--- config.mk ---
export PLATFORM = sky130hd
export DESIGN_NAME = rop3_req_sched
export DESIGN_NICKNAME = d
export VERILOG_FILES = /design/src/rtl/rop3_req_sched.sv
export SDC_FILE = /design/constraint.sdc
export NUM_CORES = 1
export LEC_CHECK = 0
export BUFFER_PORTS_ARGS = -buffer_cell sky130_fd_sc_hd__clkbuf_2
export CAP_MARGIN = 20
export CORE_MARGIN = 1
export CORE_UTILIZATION = 25
export CTS_CLUSTER_SIZE = 28
export DETAILED_ROUTE_END_ITERATION = 16
export PLACE_DENSITY = 0.52
export SETUP_SLACK_MARGIN = 0.15
export SYNTH_ARGS = -nofsm -noshare
export SYNTH_HDL_FRONTEND = slang
export SYNTH_SLANG_ARGS = --single-unit
--- constraint.sdc ---
create_clock -name clk -period 6.9 [get_ports clk]
set_input_delay 1.38 -clock clk [delete_from_list [all_inputs] [get_ports clk]]
set_output_delay 1.38 -clock clk [all_outputs]
set_load 0.005 [all_outputs]
--- src/rtl/rop3_req_sched.sv ---
// rop3_req_sched: round-robin front end that shares one ROP3 engine among
// NREQ requesters. It grants one request, streams its P, S and D words to
// the engine one per cycle, waits a bounded time for the engine result, and
// then returns that result on a shared response channel tagged with the ID.
module rop3_req_sched #(
    parameter int N       = 8,
    parameter int NREQ    = 2,
    parameter int TIMEOUT = 15,
    localparam int IDW    = (NREQ > 1) ? $clog2(NREQ) : 1
) (
    input  logic              clk,
    input  logic              srst_n,
    input  logic [NREQ-1:0]   req_valid,
    output logic [NREQ-1:0]   req_ready,
    input  logic [NREQ*N-1:0] req_p,
    input  logic [NREQ*N-1:0] req_s,
    input  logic [NREQ*N-1:0] req_d,
    input  logic [NREQ*8-1:0] req_mode,
    output logic              eng_load,
    output logic [1:0]        eng_sel,
    output logic [N-1:0]      eng_bitmap,
    output logic [7:0]        eng_mode,
    input  logic [N-1:0]      eng_result,
    input  logic              eng_valid,
    output logic              rsp_valid,
    input  logic              rsp_ready,
    output logic [IDW-1:0]    rsp_id,
    output logic [N-1:0]      rsp_result,
    output logic [1:0]        rsp_err
);

    typedef enum logic [2:0] {
        IDLE   = 3'd0,
        SEND_P = 3'd1,
        SEND_S = 3'd2,
        SEND_D = 3'd3,
        WAIT   = 3'd4,
        RESP   = 3'd5
    } state_t;

    localparam logic [7:0] WAIT_LAST = 8'(TIMEOUT - 1);

    state_t           state_q;
    state_t           state_d;
    logic [IDW-1:0]   last_grant;
    logic [7:0]       wait_cnt;

    logic             gnt_any;
    logic [IDW-1:0]   gnt_idx;
    logic [N-1:0]     sel_p;
    logic [N-1:0]     sel_s;
    logic [N-1:0]     sel_d;
    logic [7:0]       sel_mode;
    logic             sel_mode_ok;
    logic             wait_expired;

    logic [IDW-1:0]   id_q;
    logic [N-1:0]     p_q;
    logic [N-1:0]     s_q;
    logic [N-1:0]     d_q;
    logic [7:0]       mode_q;
    logic [N-1:0]     result_q;
    logic [1:0]       err_q;

    // The engine implements only this subset of the 256 ROP3 codes.
    function automatic logic mode_supported(input logic [7:0] m);
        logic ok;
        case (m)
            8'h00, 8'h11, 8'h33, 8'h44, 8'h55, 8'h5A, 8'h66, 8'h88,
            8'hBB, 8'hC0, 8'hCC, 8'hEE, 8'hF0, 8'hFB, 8'hFF: ok = 1'b1;
            default:                                         ok = 1'b0;
        endcase
        return ok;
    endfunction

    // Round-robin pick: lowest requester above the last grant, else lowest overall.
    always_comb begin
        logic           hi_found;
        logic [IDW-1:0] hi_idx;
        logic           lo_found;
        logic [IDW-1:0] lo_idx;
        hi_found = 1'b0;
        hi_idx   = '0;
        lo_found = 1'b0;
        lo_idx   = '0;
        for (int i = NREQ - 1; i >= 0; i--) begin
            if (req_valid[i]) begin
                lo_found = 1'b1;
                lo_idx   = IDW'(i);
                if (IDW'(i) > last_grant) begin
                    hi_found = 1'b1;
                    hi_idx   = IDW'(i);
                end
            end
        end
        gnt_any = lo_found;
        gnt_idx = hi_found ? hi_idx : lo_idx;
    end

    // Route the candidate winner's operand set out of the packed request buses.
    always_comb begin
        sel_p    = '0;
        sel_s    = '0;
        sel_d    = '0;
        sel_mode = '0;
        for (int i = 0; i < NREQ; i++) begin
            if (IDW'(i) == gnt_idx) begin
                sel_p    = req_p[i*N +: N];
                sel_s    = req_s[i*N +: N];
                sel_d    = req_d[i*N +: N];
                sel_mode = req_mode[i*8 +: 8];
            end
        end
        sel_mode_ok = mode_supported(sel_mode);
    end

    assign wait_expired = (wait_cnt == WAIT_LAST);

    // Control state: FSM register, round-robin pointer and WAIT cycle counter.
    always_ff @(posedge clk or negedge srst_n) begin
        if (!srst_n) begin
            state_q    <= IDLE;
            last_grant <= IDW'(NREQ - 1);
            wait_cnt   <= '0;
        end else begin
            state_q <= state_d;
            if (state_q == IDLE && gnt_any) begin
                last_grant <= gnt_idx;
            end
            if (state_q == WAIT) begin
                wait_cnt <= wait_cnt + 8'd1;
            end else begin
                wait_cnt <= '0;
            end
        end
    end

    // Next-state logic; a result arriving on the last WAIT cycle beats the timeout.
    always_comb begin
        state_d = state_q;
        case (state_q)
            IDLE: begin
                if (gnt_any) begin
                    state_d = sel_mode_ok ? SEND_P : RESP;
                end
            end
            SEND_P: state_d = SEND_S;
            SEND_S: state_d = SEND_D;
            SEND_D: state_d = WAIT;
            WAIT: begin
                if (eng_valid || wait_expired) begin
                    state_d = RESP;
                end
            end
            RESP: begin
                if (rsp_ready) begin
                    state_d = IDLE;
                end
            end
            default: state_d = IDLE;
        endcase
    end

    // Datapath capture: operands at grant, result/error when the job finishes.
    // Outputs are gated by state, so these registers need no reset.
    always_ff @(posedge clk) begin
        if (state_q == IDLE && gnt_any) begin
            id_q   <= gnt_idx;
            p_q    <= sel_p;
            s_q    <= sel_s;
            d_q    <= sel_d;
            mode_q <= sel_mode;
            if (!sel_mode_ok) begin
                result_q <= '0;
                err_q    <= 2'b01;
            end
        end
        if (state_q == WAIT) begin
            if (eng_valid) begin
                result_q <= eng_result;
                err_q    <= 2'b00;
            end else if (wait_expired) begin
                result_q <= '0;
                err_q    <= 2'b10;
            end
        end
    end

    // Output decode; everything idles at zero, including while reset is held.
    always_comb begin
        req_ready  = '0;
        eng_load   = 1'b0;
        eng_sel    = 2'd0;
        eng_bitmap = '0;
        eng_mode   = '0;
        rsp_valid  = 1'b0;
        rsp_id     = '0;
        rsp_result = '0;
        rsp_err    = 2'b00;
        case (state_q)
            IDLE: begin
                if (gnt_any && srst_n) begin
                    req_ready = NREQ'(1) << gnt_idx;
                end
            end
            SEND_P: begin
                eng_load   = 1'b1;
                eng_sel    = 2'd1;
                eng_bitmap = p_q;
                eng_mode   = mode_q;
            end
            SEND_S: begin
                eng_load   = 1'b1;
                eng_sel    = 2'd2;
                eng_bitmap = s_q;
                eng_mode   = mode_q;
            end
            SEND_D: begin
                eng_load   = 1'b1;
                eng_sel    = 2'd3;
                eng_bitmap = d_q;
                eng_mode   = mode_q;
            end
            WAIT: begin
                eng_mode = mode_q;
            end
            RESP: begin
                rsp_valid  = 1'b1;
                rsp_id     = id_q;
                rsp_result = result_q;
                rsp_err    = err_q;
            end
            default: ;
        endcase
    end

endmodule

---- Yosys cells after proc, flatten, opt, wreduce, memory -nomap -nowiden ----
Cells that the tools add are included.
storage, ports and cells
  bits in registers ....................... 55
  input bits .............................. 78
  output and inout bits ................... 33
operators by class
  add/subtract/negate cells ............... 1
  magnitude comparators ................... 2
  equality and inequality tests ........... 23
  shift-type cells ........................ 1
  muxes and demuxes ....................... 41
  reductions and logical operators ........ 9
operator list
  kind                                                                    number
  8-bit 2-to-1 mux                                                        12
  8-bit equality test (second input constant)                             8
  8-bit by 7-bit equality test with 1-bit output (second input constant)  4
  8-bit one-hot mux with 3 select lines                                   1
  3-bit one-hot mux with 6 select lines                                   1
  2-bit 2-to-1 mux                                                        8
  15-bit OR reduction                                                     1
  1-bit 2-to-1 mux                                                        14
  3-bit 2-to-1 mux                                                        4
  8-bit by 1-bit adder with 8-bit output (second input constant)          1
  8-bit by 4-bit equality test with 1-bit output (second input constant)  1
  8-bit by 5-bit equality test with 1-bit output (second input constant)  1
  8-bit by 6-bit equality test with 1-bit output (second input constant)  1
  8-bit logical NOT                                                       1
  3-bit by 2-bit equality test with 1-bit output (second input constant)  2
  3-bit equality test (second input constant)                             2
  2-bit one-hot mux with 3 select lines                                   1
  2-bit != test (second input constant)                                   2
  4-bit OR reduction                                                      1
  3-bit by 1-bit equality test with 1-bit output (second input constant)  1
  3-bit logical NOT                                                       1
  3-bit AND reduction                                                     1
  3-bit OR reduction                                                      1
  1-bit greater-than comparator (first input constant)                    2
  4 further kinds                                                         5

---- Longest topological paths before layout ----
Gate-level depths: netlist of the first run.
  depth in word-level cells ............... 15
  depth in mapped cells ................... 9
  gate-level depth less buffers ........... 7

---- Worst setup path before layout of the first run ----
No wires, ideal clock.
  path type ............................... input port to output port
  from .................................... input port req_valid[1]
  to ...................................... output port req_ready[0]
  arrival ................................. 2464 ps
  path slack .............................. 3056 ps
  stages on the path ...................... 3
  path buffers ............................ 0
  cells stage by stage .................... o21ai_0 inv_1 and3_1
between the ends
  word-level cells in the longest chain between the ends .. 7
RTL lines
  item                                         RTL line  source
  from (decl)                                  13        input logic [NREQ-1:0] req_valid,
  1-bit 2-to-1 mux                             87        if (req_valid[i]) begin
  1-bit 2-to-1 mux                             90        if (IDW'(i) > last_grant) begin
  1-bit 2-to-1 mux                             87
  1-bit 2-to-1 mux                             97        gnt_idx = hi_found ? hi_idx : lo_idx;
  1-bit by 1-bit << shifter with 2-bit output  203       req_ready = NREQ'(1) << gnt_idx;
  2-bit 2-to-1 mux *                           202       if (gnt_any && srst_n) begin
  2-bit 2-to-1 mux *                           200       case (state_q)
  to (decl)                                    14        output logic [NREQ-1:0] req_ready,
Every way passes the cells marked *; elsewhere a longest branch is shown, timed or not.

---- Worst setup path after layout of the first run ----
  from .................................... input port req_valid[1]
  to ...................................... output port req_ready[1]
The elaborated chain is that of the path after synthesis.

==> results of run 1 <==
[metrics by stage]
stage	setup slack, ps	instances
2_1_floorplan	3056	380
3_3_place_gp	2091	632
3_5_place_dp	2060	632
4_1_cts	2058	640
5_1_grt	2450	642
6_report	2623	642
[routing by layer]
layer | GRT usage (%) | wire, µm | share of wire, % | vias up
li1 | - | - | - | 1490
met1 | 18.63 | 4208 | 48 | 1350
met2 | 21.67 | 4039 | 46 | 86
met3 | 2.301 | 421 | 4.8 | 8
met4 | 2.821 | 95 | 1.1 | 0
met5 | 0 | 0 | 0 | -
[cells by family after synthesis]
logic type                 Yosys count  share of synthesized area (%)
AOI/OAI and AO/OA                   45                          9.842
xor gates and xnor gates            10                          2.702
adders and majority gates            2                         0.7718
buffers and inverters               37                          4.940
DFF                                 55                          46.04
muxes                                8                          2.779
and+or+nand+nor                    223                          32.92
[registers in the layout, summed over array words and instances (netlist names)]
| signal | flops |
|---|---|
| d_q | 8 |
| err_q | 2 |
| id_q | 1 |
| last_grant | 1 |
| mode_q | 8 |
| p_q | 8 |
| result_q | 8 |
| s_q | 8 |
| state_q | 3 |
| wait_cnt | 8 |
[critical path, stage by stage]
cell,delay [ps]
clkbuf_2,120
a21bo_1,280
buf_16,190
inv_2,500
and3_1,290
clkbuf_2,120
[report_power, final]
part | switching (mW) | internal, mW
Clock | 0.117 | 0.136
Sequential | 0.0631 | 0.459
Combinational | 0.318 | 0.233
Total | 0.498 | 0.828
[area by class of cell]
cell class              count  area (µm²)
repair buffers            114       620.6
clock inverters             3       22.52
multi-input cells         288        1589
inverters                   5       18.77
flip-flops and latches     55        1493
clock buffers               5       125.1
fillers                  1378        8536
well taps                 172       215.2
[how the worst max path moves through the flow]
stage | start | depth (start not counted) | slack, ps | to
finish | req_valid[1] | 6 | 2620 | req_ready[1]
global placement | req_valid[1] | 5 | 2090 | req_ready[1]
global route | req_valid[1] | 6 | 2450 | req_ready[1]
detailed placement | req_valid[1] | 5 | 2060 | req_ready[1]
CTS | req_valid[1] | 5 | 2060 | req_ready[1]
floorplan | req_valid[1] | 3 | 3060 | req_ready[0]
[placed cells by master (no fill, tap or decap), types with 3 or more instances in the layout]
cell type,Yosys,layout
nand2_1,122,122
and3_1,19,19
nor2b_1,3,3
xor2_1,5,5
clkbuf_16,0,5
dfrtp_1,11,11
o21ai_0,3,3
inv_1,4,4
a22oi_1,8,8
xnor2_1,5,5
nor2_1,28,28
nor4_1,6,6
a21oi_1,3,3
a31oi_1,6,6
nor3_1,5,5
nand3_1,9,9
dfxtp_1,10,10
nor4bb_1,4,4
edfxtp_1,33,33
clkbuf_2,0,110
and2_1,8,8
mux2_2,8,8
o21ai_1,10,10
nand4_1,5,5
==> flow_metrics.tcl, run 1 <==
set metrics [dict create \
    post_drt_wl_per_cell_um 13.65 \
    max_cap_violations 0 \
    cts_max_level 2 \
    min_path_cells 2 \
    drive_gt1_share_pct 29.36 \
    numCtsBuffers 5 \
    viasPerCell 4.570 \
    grt_overflow_total 0 \
    hold_viol 0 \
    max_freq_mhz 233.8 \
    nets 549 \
    core.rowCount 41 \
    rr_worst_depth 8 \
    worstHoldEndpoint "result_q[2]$_DFF_P_" \
    max_slew_margin_pct 51.93 \
    die_x_um 115.9 \
    critPathMaxFanout 42 \
    dp_hpwl_um 6470 \
    path_clk_slew_ps 70 \
    synth_top_area_share_pct 30.57 \
    rsz0062_at_grt "no" \
    synth-edff-count 33 \
    vias 2934 \
    grt_max_degree 43 \
    die_y_um 115.9 \
    rrSetupSlack_ps 4270 \
    routed_wl_um 8764 \
    grt_pass1_vias 2822 \
    design_area_um2 4084 \
    setup_tns_ps 0 \
    clock_path_buffers 2 \
    io_pins 111 \
    status "finished, final reports clean" \
    min_period_ps 4277 \
    cts.sinks 55 \
    dieArea_um2 13430 \
    yosysSeqAreaShare_pct 46.04 \
    yosysMostFrequentCell "nand2_1" \
    synthCells 380 \
    required_ps 5520 \
    regToRegStartpoint "last_grant$_DFFE_PN1P_" \
    finClkSkew_ps 5.752 \
    crit_type "input pin to primary output" \
    hp-start "result_q[2]$_DFF_P_" \
    holdWs_ps 453.2 \
    antenna_cells 0 \
    power_density_nw_per_um2 324.6 \
    cts_tree "built" \
    synth_commonest_cells "122 x nand2_1, 33 x edfxtp_1, 28 x nor2_1, 21 x clkbuf_1, 19 x and3_1" \
    final_max_slew_viol_count 0 \
    clk_latency_ps 290 \
    yosysWarnings 0 \
    syn_nets 460 \
    ys.flop_type "edfxtp_1" \
    critPathCaptureType "primary output" \
    synth_area_leaders "edfxtp_1 31%, nand2_1 14%, dfrtp_1 8.5%" \
    post_cts_resized 0 \
    syn_avg_cell_area_um2 8.531 \
    place_area_um2 3881 \
    initial_core_util_pct 25.69 \
    gp_congestion 0.7660 \
    grt_use_total_pct 13.37 \
    antenna_found_initial 0 \
    ys_ff_latch 55 \
    yosysTopAreaCell "edfxtp_1" \
    synth.distinct_cells 53 \
    setup_violations 0 \
    area_growth_syn_to_layout_pct 25.97 \
    finalPower_mw 1.326 \
    grt_first_pass_wirelength_um 13980 \
    finalCritPeriodShare_pct 61.98 \
    drt_iter0_markers 199 \
    antenna_left 0 \
    post-cts-setup-buffer-count 0 \
    synth_area_um2 3242 \
    arrival_ps 2900 \
    holdCritPathClass "register to register" \
    async_flop_share_pct 21.82 \
    leakagePower_nw 1.864 \
    cp-start-kind "input pin" \
    drt_pass1_iterations 4 \
    worst_pin_slew_ps 717.8 \
    hold_buffers 0 \
    peakVddDrop_mv 0.1424 \
    final_util_pct 32.36 \
    portBuffers 110 \
    drc_errors 0 \
    reg2reg_to "result_q[5]$_DFF_P_" \
    clockRootBuffer "clkbuf_16" \
    core_um2 12620 \
]
(Power assumes the default switching activity.)
==> run 2, diff against run 1 <==
--- a/config.mk
+++ b/config.mk
@@ -11,7 +11,7 @@
 export CORE_UTILIZATION = 25
 export CTS_CLUSTER_SIZE = 28
 export DETAILED_ROUTE_END_ITERATION = 16
-export PLACE_DENSITY = 0.52
+export PLACE_DENSITY = 0.53
 export SETUP_SLACK_MARGIN = 0.15
 export SYNTH_ARGS = -nofsm -noshare
 export SYNTH_HDL_FRONTEND = slang
==> constraint.sdc (replaced) <==
create_clock -name clk -period 3.63 [get_ports clk]
set_input_delay 0.726 -clock clk [delete_from_list [all_inputs] [get_ports clk]]
set_output_delay 0.726 -clock clk [all_outputs]
set_load 0.005 [all_outputs]
==> flow_metrics.tcl, run 2 (synthesis results as in run 1) <==
set metrics [dict create \
    status "finished, final reports clean" \
    die_x_um 115.9 \
    finalCritPeriodShare_pct 81.79 \
    design_area_um2 4094 \
    antenna_left 0 \
    rsz0062_at_grt "no" \
    crit_type "register to primary output" \
    grt_use_total_pct 13.27 \
    cts_max_level 2 \
    holdCritPathClass "input pin to async pin" \
    max_cap_violations 0 \
    hold_buffers 0 \
    setup_tns_ps 0 \
    min_period_ps 2969 \
    die_y_um 115.9 \
    critPathMaxFanout 16 \
    clock_path_buffers 2 \
    grt_first_pass_wirelength_um 13750 \
    hold_viol 0 \
    area_growth_syn_to_layout_pct 26.28 \
    drt_iter0_markers 164 \
    finClkSkew_ps 10.24 \
    final_max_slew_viol_count 0 \
    nets 552 \
    cp-start-kind "register" \
    critPathCaptureType "primary output" \
    rrSetupSlack_ps 1270 \
    place_area_um2 3919 \
    cts.sinks 55 \
    grt_max_degree 36 \
    reg2reg_to "result_q[0]$_DFF_P_" \
    viasPerCell 4.561 \
    max_freq_mhz 336.8 \
    cts_tree "built" \
    gp_congestion 0.7737 \
    rr_worst_depth 5 \
    drt_pass1_iterations 4 \
    portBuffers 110 \
    worst_pin_slew_ps 840.1 \
    clockRootBuffer "clkbuf_16" \
    numCtsBuffers 5 \
    leakagePower_nw 1.879 \
    drive_gt1_share_pct 29.81 \
    dieArea_um2 13430 \
    post_drt_wl_per_cell_um 13.49 \
    clk_latency_ps 300 \
    regToRegStartpoint "state_q[0]$_DFFE_PN0P_" \
    power_density_nw_per_um2 632.1 \
    initial_core_util_pct 25.69 \
    required_ps 2900 \
    grt_pass1_vias 2780 \
    post_cts_resized 0 \
    setup_violations 0 \
    vias 2942 \
    arrival_ps 2240 \
    path_clk_slew_ps 80 \
    antenna_cells 0 \
    core.rowCount 41 \
    dp_hpwl_um 6376 \
    peakVddDrop_mv 0.2403 \
    routed_wl_um 8700 \
    grt_overflow_total 0 \
    max_slew_margin_pct 43.73 \
    antenna_found_initial 0 \
    core_um2 12620 \
    drc_errors 0 \
    fill_cells 1359 \
    post-cts-setup-buffer-count 0 \
    layout_commonest_cell "nand2_1" \
    layout_common_cells "122 x nand2_1, 110 x clkbuf_2, 33 x edfxtp_1" \
    io_pins 111 \
]
## run 2: cell count changes in the layout (fill, tap and decap cells not counted), sizes merged
| cell | before | now |
|---|---|---|
| inv | 6 | 7 |
| buf | 4 | 7 |
| clkinvlp | 1 | 0 |
| bufinv | 0 | 1 |
| clkinv | 1 | 0 |
## run 2: worst max-delay path by stage
stage / end / startpoint / depth (start not counted)
after global routing: eng_mode[3] / state_q[0]$_DFFE_PN0P_ / 4
after global placement: eng_mode[7] / state_q[0]$_DFFE_PN0P_ / 4
after detailed placement: eng_mode[3] / state_q[0]$_DFFE_PN0P_ / 4
after floorplan: req_ready[0] / state_q[1]$_DFFE_PN0P_ / 5
final: eng_mode[2] / state_q[0]$_DFFE_PN0P_ / 4
after CTS: eng_mode[3] / state_q[0]$_DFFE_PN0P_ / 4
## run 2: area by class of cell
type,instances,area (µm²),area share [%]
Multi-Input combinational cell,288,1589,38.81
Timing Repair Buffer,117,603.1,14.73
Sequential cell,55,1493,36.46
Clock buffer,5,125.1,3.056
Inverter,5,18.77,0.4584
Tap cell,172,215.2,5.257
Clock inverter,3,50.05,1.222
## run 2: metal layers
layer,share of wire (%),track usage [%],vias up
met3,4.9,2.510,8
met4,1.3,3.333,0
met1,49,18.83,1356
met5,0,0,-
li1,-,-,1491
met2,45,20.71,87
## run 2: power breakdown
| group | leakage (nW) | internal, mW | switching [mW] | total, mW |
|---|---|---|---|---|
| registers | 0.546 | 0.873 | 0.117 | 0.990 |
| clock network | 0.0863 | 0.333 | 0.236 | 0.569 |
| logic | 1.25 | 0.430 | 0.599 | 1.03 |
## run 2: metrics by stage
step	setup WS (ps)	cells	power, mW	util, %	hold slack, ps
after floorplan	970.7	380	1.633	-	424.2
after global placement	1043	637	2.017	31.05	433.2
after detailed placement	932.0	637	2.042	31.05	440.1
after CTS	587.3	645	2.626	32.44	338.3
after global routing	410.6	645	2.793	32.44	338.7
final	661.1	645	2.588	32.44	325.4
## run 2: critical path: stages (launching register included)
cell and delay, ps:
dfrtp_1 700, nor2_1 260, xnor2_1 640, and2_1 230
clkbuf_2 110
==> run 3, diff against run 2 <==
--- a/config.mk
+++ b/config.mk
@@ -5,13 +5,14 @@
 export SDC_FILE = /design/constraint.sdc
 export NUM_CORES = 1
 export LEC_CHECK = 0
+export ABC_AREA = 1
 export BUFFER_PORTS_ARGS = -buffer_cell sky130_fd_sc_hd__clkbuf_2
 export CAP_MARGIN = 20
 export CORE_MARGIN = 1
 export CORE_UTILIZATION = 25
 export CTS_CLUSTER_SIZE = 28
 export DETAILED_ROUTE_END_ITERATION = 16
-export PLACE_DENSITY = 0.53
+export PLACE_DENSITY = 0.52
 export SETUP_SLACK_MARGIN = 0.15
 export SYNTH_ARGS = -nofsm -noshare
 export SYNTH_HDL_FRONTEND = slang
==> constraint.sdc (replaced) <==
create_clock -name clk -period 2.8 [get_ports clk]
set_input_delay 0.56 -clock clk [delete_from_list [all_inputs] [get_ports clk]]
set_output_delay 0.56 -clock clk [all_outputs]
set_load 0.005 [all_outputs]
==> flow_metrics.tcl, run 3 <==
set metrics [dict create \
    antenna_cells 0 \
    cts_tree "built" \
    async_flop_share_pct 21.82 \
    grt_pass1_vias 2714 \
    clk_latency_ps 290 \
    post_drt_wl_per_cell_um 11.21 \
    path_clk_slew_ps 80 \
    antenna_left 0 \
    regToRegStartpoint "last_grant$_DFFE_PN1P_" \
    viasPerCell 4.150 \
    max_slew_margin_pct 69.99 \
    yosysMostFrequentCell "nand2_1" \
    core_um2 12670 \
    arrival_ps 1940 \
    final_util_pct 33.07 \
    power_density_nw_per_um2 724.7 \
    final_max_slew_viol_count 0 \
    grt_max_degree 41 \
    initial_core_util_pct 25.73 \
    synth_top_area_share_pct 30.39 \
    worst_pin_slew_ps 450.2 \
    drt_pass1_iterations 4 \
    post-cts-setup-buffer-count 0 \
    max_freq_mhz 400.8 \
    cts_max_level 2 \
    crit_type "register to primary output" \
    layout_commonest_cell "nand2_1" \
    synth-edff-count 33 \
    min_period_ps 2495 \
    vias 3009 \
    finClkSkew_ps 5.955 \
    leakagePower_nw 2.103 \
    hold_viol 0 \
    crit_path_cell_trace "clkinvlp_4 -> nor3_2 -> inv_1 -> nor2_1 -> clkbuf_2" \
    rrSetupSlack_ps 640 \
    antenna_found_initial 0 \
    crit_path_max_incr_delay_ps 500 \
    critPathLaunch "state_q[2]$_DFFE_PN0P_" \
    critPathMaxFanout 12 \
    cp_slowest_cell "dfrtp_1" \
    nets 632 \
    path_buf_inv 3 \
    synth_area_leaders "edfxtp_1 30%, nand2_1 19%, dfrtp_1 8.4%" \
    finalCritPeriodShare_pct 89.12 \
    drc_errors 0 \
    crit_family "buffers and inverters" \
    syn_nets 519 \
    yosysWarnings 0 \
    required_ps 2240 \
    synth_commonest_cells "162 x nand2_1, 52 x nor2_1, 47 x inv_1, 33 x edfxtp_1, 30 x nand3_1" \
    cts.sinks 55 \
    setup_tns_ps 0 \
    dp_hpwl_um 6543 \
    drive_gt1_share_pct 30.92 \
    core.rowCount 41 \
    drt_iter0_markers 81 \
    die_y_um 116.2 \
    rsz0062_at_grt "yes" \
    status "finished, final reports clean" \
    routed_wl_um 8130 \
    fill_cells 1371 \
    yosysTopAreaCell "edfxtp_1" \
    synth.distinct_cells 31 \
    grt_overflow_total 0 \
    portBuffers 110 \
    ys_ff_latch 55 \
    dieArea_um2 13500 \
    area_growth_syn_to_layout_pct 28.51 \
    syn_avg_cell_area_um2 7.427 \
    reg2reg_to "result_q[7]$_DFF_P_" \
    critPathCaptureType "primary output" \
    ys.flop_type "edfxtp_1" \
    clockRootBuffer "clkbuf_16" \
    clock_path_buffers 2 \
    layout_common_cells "162 x nand2_1, 110 x clkbuf_2, 50 x nor2_1" \
    holdCritPathClass "input pin to async pin" \
    gp_congestion 0.8119 \
    rr_worst_depth 13 \
    finalPower_mw 3.037 \
    grt_use_total_pct 12.44 \
    numCtsBuffers 5 \
    setup_violations 0 \
    max_cap_violations 0 \
    io_pins 111 \
    grt_first_pass_wirelength_um 13070 \
    synthCells 439 \
    cp-start-kind "register" \
    synth_area_um2 3261 \
    yosysSeqAreaShare_pct 45.78 \
    die_x_um 116.2 \
    peakVddDrop_mv 0.2835 \
]
run 3: kinds of logic after synthesis:
kind of cell | count (synthesis) | synth area share, %
AO/OA/AOI/OAI | 14 | 2.379
AND/OR/NAND/NOR | 304 | 42.59
adder cells (fa/ha/maj) | 2 | 0.7673
flip-flops | 55 | 45.78
buffers and inverters | 64 | 8.480
run 3: worst max path at each step:
stage,endpoint,slack (ps),depth (start not counted)
2_1_floorplan,req_ready[0],360,6
3_5_place_dp,result_q[7]$_DFF_P_,270,14
6_report,rsp_err[0],300,5
3_3_place_gp,result_q[7]$_DFF_P_,320,14
4_1_cts,rsp_err[0],170,5
5_1_grt,rsp_result[6],110,5
run 3: per-stage QoR:
stage / instance area, µm² / std cells / hold WS, ps / worst slack (ps)
2_1_floorplan: 3268 / 439 / 264.4 / 361.0
3_3_place_gp: 4016 / 717 / 456.2 / 318.2
3_5_place_dp: 4016 / 717 / 461.7 / 267.7
4_1_cts: 4173 / 725 / 252.7 / 172.8
5_1_grt: 4190 / 725 / 258.9 / 105.5
6_report: 4190 / 725 / 247.2 / 304.8
run 3: worst register-to-register path, stage by stage, from the launching register on:
cell and delay [ps]:
dfstp_2 560, nand2_4 140, nand2_8 270, nand2_1 90, nand2_1 200, nor2_1 80, nand2_1 60, nand2_1 50
nand2_1 70, nand2_2 60, nor2_4 110, nand4_4 180, nand3_1 150, nand2_1 50
run 3: where the power goes:
group	internal (mW)	leakage [nW]	switching [mW]
Clock	0.345	0.0767	0.305
Combinational	0.426	1.48	0.781
Sequential	1.09	0.542	0.0942
run 3: routing by layer:
metal	GRT usage [%]	vias up	wire length, µm
li1	-	1599	-
met2	20.24	74	3653
met3	2.491	6	464
met5	0	-	0
met1	16.73	1330	3919
met4	3.590	0	93
run 3: layout make-up:
class / count / area (µm²) / area share [%]
multi-input combinational: 320 / 1515 / 36.16
sequential: 55 / 1493 / 35.62
timing repair buffer: 119 / 618.1 / 14.75
tap: 172 / 215.2 / 5.136
inverter: 51 / 195.2 / 4.658
clock buffer: 5 / 125.1 / 2.986
clock inverter: 3 / 28.78 / 0.6868
run 3: what timing repair did:
| action | 4_1_cts | 5_1_grt |
|---|---|---|
| gates resized for setup | 1 | 3 |
| endpoints found under the setup margin | 8 | 20 |
| hold buffers | 0 | 0 |
| endpoints found under the hold margin | 0 | 0 |
